`src/rtl/alu_result_queue.sv`:
```
// Capture FIFO for ALU results with a show-ahead head entry.
// Also keeps a running sum of accepted results and a sticky wrap flag.
module alu_result_queue #(
    parameter int DATA_W = 6,
    parameter int SEL_W  = 2,
    parameter int DEPTH  = 4,
    parameter int ACC_W  = 10
) (
    input  logic                      clk,
    input  logic                      rst,
    input  logic                      in_valid,
    output logic                      in_ready,
    input  logic [DATA_W-1:0]         in_result,
    input  logic [SEL_W-1:0]          in_sel,
    output logic                      out_valid,
    input  logic                      out_ready,
    output logic [SEL_W+DATA_W-1:0]   out_data,
    output logic [$clog2(DEPTH):0]    count,
    input  logic                      clr_acc,
    output logic [ACC_W-1:0]          acc,
    output logic                      acc_ovf
);
    localparam int PTR_W = $clog2(DEPTH);
    localparam int CNT_W = PTR_W + 1;
    localparam int ENT_W = SEL_W + DATA_W;

    logic [ENT_W-1:0] mem_q [DEPTH];
    logic [PTR_W-1:0] wr_ptr_q, wr_ptr_d;
    logic [PTR_W-1:0] rd_ptr_q, rd_ptr_d;
    logic [CNT_W-1:0] count_q, count_d;
    logic [ACC_W-1:0] acc_q, acc_d;
    logic             acc_ovf_q, acc_ovf_d;
    logic [ACC_W-1:0] acc_base;
    logic [ACC_W:0]   sum;
    logic             push, pop;

    // Ready depends only on the registered count, so a full queue never passes through.
    assign in_ready  = (count_q != CNT_W'(DEPTH));
    assign out_valid = (count_q != '0);
    assign out_data  = out_valid ? mem_q[rd_ptr_q] : '0;
    assign push      = in_valid & in_ready;
    assign pop       = out_valid & out_ready;

    assign count   = count_q;
    assign acc     = acc_q;
    assign acc_ovf = acc_ovf_q;

    always_comb begin
        // NOTE: every combinational output gets a default first so no path infers a latch.
        wr_ptr_d  = wr_ptr_q;
        rd_ptr_d  = rd_ptr_q;
        count_d   = count_q;
        acc_base  = clr_acc ? '0 : acc_q;
        sum       = {1'b0, acc_base} + (ACC_W + 1)'(in_result);
        acc_d     = acc_base;
        acc_ovf_d = acc_ovf_q & ~clr_acc;

        if (push) wr_ptr_d = wr_ptr_q + PTR_W'(1);
        if (pop)  rd_ptr_d = rd_ptr_q + PTR_W'(1);

        case ({push, pop})
            2'b10:   count_d = count_q + CNT_W'(1);
            2'b01:   count_d = count_q - CNT_W'(1);
            default: count_d = count_q;
        endcase

        // Clear is applied before the add, so a same-cycle push starts a fresh sum.
        if (push) begin
            acc_d     = sum[ACC_W-1:0];
            acc_ovf_d = acc_ovf_d | sum[ACC_W];
        end
    end

    // NOTE: state registers use non-blocking assignments so every flop samples pre-edge values.
    always_ff @(posedge clk) begin
        if (rst) begin
            wr_ptr_q  <= '0;
            rd_ptr_q  <= '0;
            count_q   <= '0;
            acc_q     <= '0;
            acc_ovf_q <= 1'b0;
        end else begin
            wr_ptr_q  <= wr_ptr_d;
            rd_ptr_q  <= rd_ptr_d;
            count_q   <= count_d;
            acc_q     <= acc_d;
            acc_ovf_q <= acc_ovf_d;
        end
    end

    // NOTE: storage is not reset; count gates visibility, so stale contents never reach out_data.
    always_ff @(posedge clk) begin
        if (push) mem_q[wr_ptr_q] <= {in_sel, in_result};
    end

endmodule

```
`config.mk`:
```
export PLATFORM = sky130hd
export DESIGN_NAME = alu_result_queue
export DESIGN_NICKNAME = d
export VERILOG_FILES = /design/src/rtl/alu_result_queue.sv
export SDC_FILE = /design/constraint.sdc
export NUM_CORES = 1
export LEC_CHECK = 0
export CORE_MARGIN = 2
export CORE_UTILIZATION = 53
export DETAILED_ROUTE_END_ITERATION = 7
export PLACE_DENSITY = 0.84
export SLEW_MARGIN = 20
export SYNTH_ARGS = -nofsm -noshare
export SYNTH_HDL_FRONTEND = slang
export SYNTH_SLANG_ARGS = --single-unit
```
`constraint.sdc`:
```
create_clock -name clk -period 2.7 [get_ports clk]
set_input_delay 0.405 -clock clk [delete_from_list [all_inputs] [get_ports clk]]
set_output_delay 0.405 -clock clk [all_outputs]
set_load 0.1 [all_outputs]
```
==> results.md <==
* Final cell count without fillers at 284
* Yosys reg bits at 52
* Post-CTS Hold Fix Bufs at 0
* Number of nets in the finished design at 257
* Hold Vio Cnt, Final at 0
* Sequential cell area fraction in the yosys report at 56.8%
* Initial cell density of the core at 55.0%
* Gates resized, CTS repair at 0
* Category of the critical setup timing path: register to register
* Quantity of I/O buffers inserted on ports at 36
* Total nets after synthesis at 216
* Remaining antenna violation count after routing at 0
* Worst Setup Start Kind: register
* Die H at 71.2 um
* Run status: finished clean
* Hold path start: wr_ptr_q[1]$_SDFFE_PP0P_
* Routed vias at 1578
* Fraction of final layout cells with drive strength greater than 1 at 29.7%
* Deepest clock path buffer count at 2
* Maximum vdd ir drop at 0.576 mV
* Leakage component of the power at 1.11 nW
* Worst hold slack after final layout at 0.513 ns
* Core Box Area at 0.00435 mm2
* Inst Count DP at 276
* Floorplan die area at 0.00507 mm2
* Via-to-Cell Ratio at 5.56
* Areal power density over the cells at 1100 mW/mm2
* Ant diodes at 0
* Clock sink total at 52
* Number of cells traversed by the worst register-to-register path at 10
* RSZ-0062 raised after global routing: no
* Worst min-delay path category: register to register
* Cell Rows at 24
* Skew final at 0.00933 ns
* Most frequent cells in the layout: 32 x edfxtp_1, 28 x buf_4, 17 x dfxtp_1
* Crit path required time at 2.93 ns
* Final setup fails at 0
* Growth of design area from synthesis to finish at 20.9%
* Final critical path time including I/O delays and setup at 2.53 ns
* Setup TNS at 0 ns
* Most common library cell in the layout ignoring fill and taps: edfxtp_1
* Maximum operating frequency at 0.396 GHz
* Remaining design rule violation count at 0
* First-pass DRT Iterations at 4
* Internal reg-to-reg setup slack at 0.17 ns
* Latest clock arrival within the worst-skew pair at 0.30 ns
* Max capacitance violation total at 0
* Number of global-route vias before repair at 1518
* Total standard cell area after synthesis at 0.00239 mm2
* Kind of end point of the critical path: register
* Total routed wirelength at 4370 um
* Number of antenna violations at the first check in global routing at 0
* Cell count after synthesis at 190
* CTS Root Buffer Type: clkbuf_8
* Fin crit share at 93.6%
* Placer congestion estimate at 0.906
* Clock edge transition at the registers on the reported setup and hold paths at 0.10 ns
* Average wire per standard cell at 15.4 um
* Die Span X at 71.2 um
* Number of max-slew violations in the final report at 0
* Count of buffers added by post-CTS timing repair for setup at 0
* Cell variety after synth at 38
* Worst setup path startpoint: count[0]$_SDFFE_PP0P_
* Critical Path AT at 2.76 ns
* Total of warnings raised by yosys at 0
* Pin count of the biggest net entering global routing at 17
* Worst Max-Slew Pin Slew at 0.499 ns
* Tightest slew margin relative to the limit at 66.4%
* End point of the worst hold path: wr_ptr_q[1]$_SDFFE_PP0P_
* Count of boundary I/O pins at 37
* Global route total overflow at 0
* FF-to-FF Start: count[0]$_SDFFE_PP0P_
* Final HPWL DP at 3250 um
* Maximum level of the CTS H-tree at 2
* Worst hold stages at 2
* Iteration-0 DRC Markers at 133
* CTS tree: done
* Critical Path Fanout Max at 11
* Total Routing Usage GR at 18.5%
* First-pass GRT wire length at 7190 um
* Number of CTS-inserted buffers at 5
* R2r endpoint: count[2]$_SDFFE_PP0P_
* Average cell area after synthesis at 12.6 um2
area by class of cell:
class                   instances  area (um2)
fillers                       315        1460
flip-flops and latches         52        1370
multi-input cells             120         971
repair buffers                 40         330
clock buffers                   5        68.8
well taps                      52        65.1
inverters                      12        50.0
clock inverters                 3        42.5
registers in the layout, indices dropped and copies added (netlist names), named ones only:
register and cells:
acc_ovf 1, mem_q 32, acc 10, rd_ptr_q 2, count 3, wr_ptr_q 2
report_power, final:
group	switching (W)	total (W)	internal (W)	leakage, nW
combinational	0.00118	0.00161	0.000431	0.592
sequential	0.0000907	0.00105	0.000955	0.459
clock	0.000248	0.000523	0.000275	0.0558
worst max path at each step:
stage	to	depth (start not counted)	slack (ns)
finish	count[2]$_SDFFE_PP0P_	10	0.17
global route	count[2]$_SDFFE_PP0P_	10	0.02
CTS	count[2]$_SDFFE_PP0P_	10	0.16
detailed placement	acc[8]$_SDFF_PP0_	7	0.005
global placement	acc[6]$_SDFF_PP0_	7	0.11
floorplan	count[2]$_SDFFE_PP0P_	10	0.02
layer usage:
layer	part of all wire (%)	GRT usage [%]	vias to the layer above
met3	4.6	4.64	5
met5	0	0	-
met2	48	30.8	37
met4	1.1	4.61	0
li1	-	-	780
met1	46	24.7	756
critical path, cell delays in order (launching register included):
cell	delay, ns
dfxtp_2	0.36
nor3b_2	0.34
inv_4	0.08
and2_4	0.22
inv_4	0.11
ha_1	0.19
inv_1	0.06
fa_1	0.38
xor2_1	0.16
or3_2	0.40
a21oi_1	0.14
logic make-up after synthesis:
logic type / count (synthesis) / synth area share (%)
AO/OA/AOI/OAI: 30 / 8.20
XOR/XNOR: 6 / 2.19
adder cells (fa/ha/maj): 13 / 7.42
buffers and inverters: 18 / 3.03
flip-flops: 52 / 56.8
multiplexers: 8 / 7.52
AND/OR/NAND/NOR: 63 / 14.8
synthesized netlist by cell type, drive strengths merged:
cell	n	area [um2]
a41oi	1	8.76
a31o	4	35.0
inv	12	47.6
o311ai	1	8.76
or2	1	6.26
o21ai	4	20.0
and2	10	65.1
buf	2	10.0
o21a	1	7.51
nor4	1	6.26
nor2	15	56.3
ha	11	138
a21o	2	15.0
a211oi	3	22.5
clkbuf	4	15.0
nand4b	1	8.76
nand2	7	26.3
dfxtp	20	400
xnor2	3	26.3
a21oi	11	55.1
and3	5	36.3
nor2b	5	31.3
nand2b	3	18.8
or4	2	15.0
or3	2	15.0
o211ai	2	15.0
mux4	8	180
fa	2	40.0
nor3b	1	12.5
o2111ai	1	8.76
xor2	3	26.3
edfxtp	32	961
nand4	5	31.3
nand3	5	25.0
stage by stage:
step                      worst slack (ns)  utilization [%]  area, um2  power [W]
after floorplan                     0.0175                -       2410    0.00238
after global placement               0.105             63.9       2780    0.00266
after detailed placement           0.00456             63.9       2780    0.00269
after CTS                            0.157             66.5       2900    0.00320
after global routing                0.0176             66.5       2900    0.00332
final                                0.172             66.5       2900    0.00318
Power figures use the tool's default switching activity.
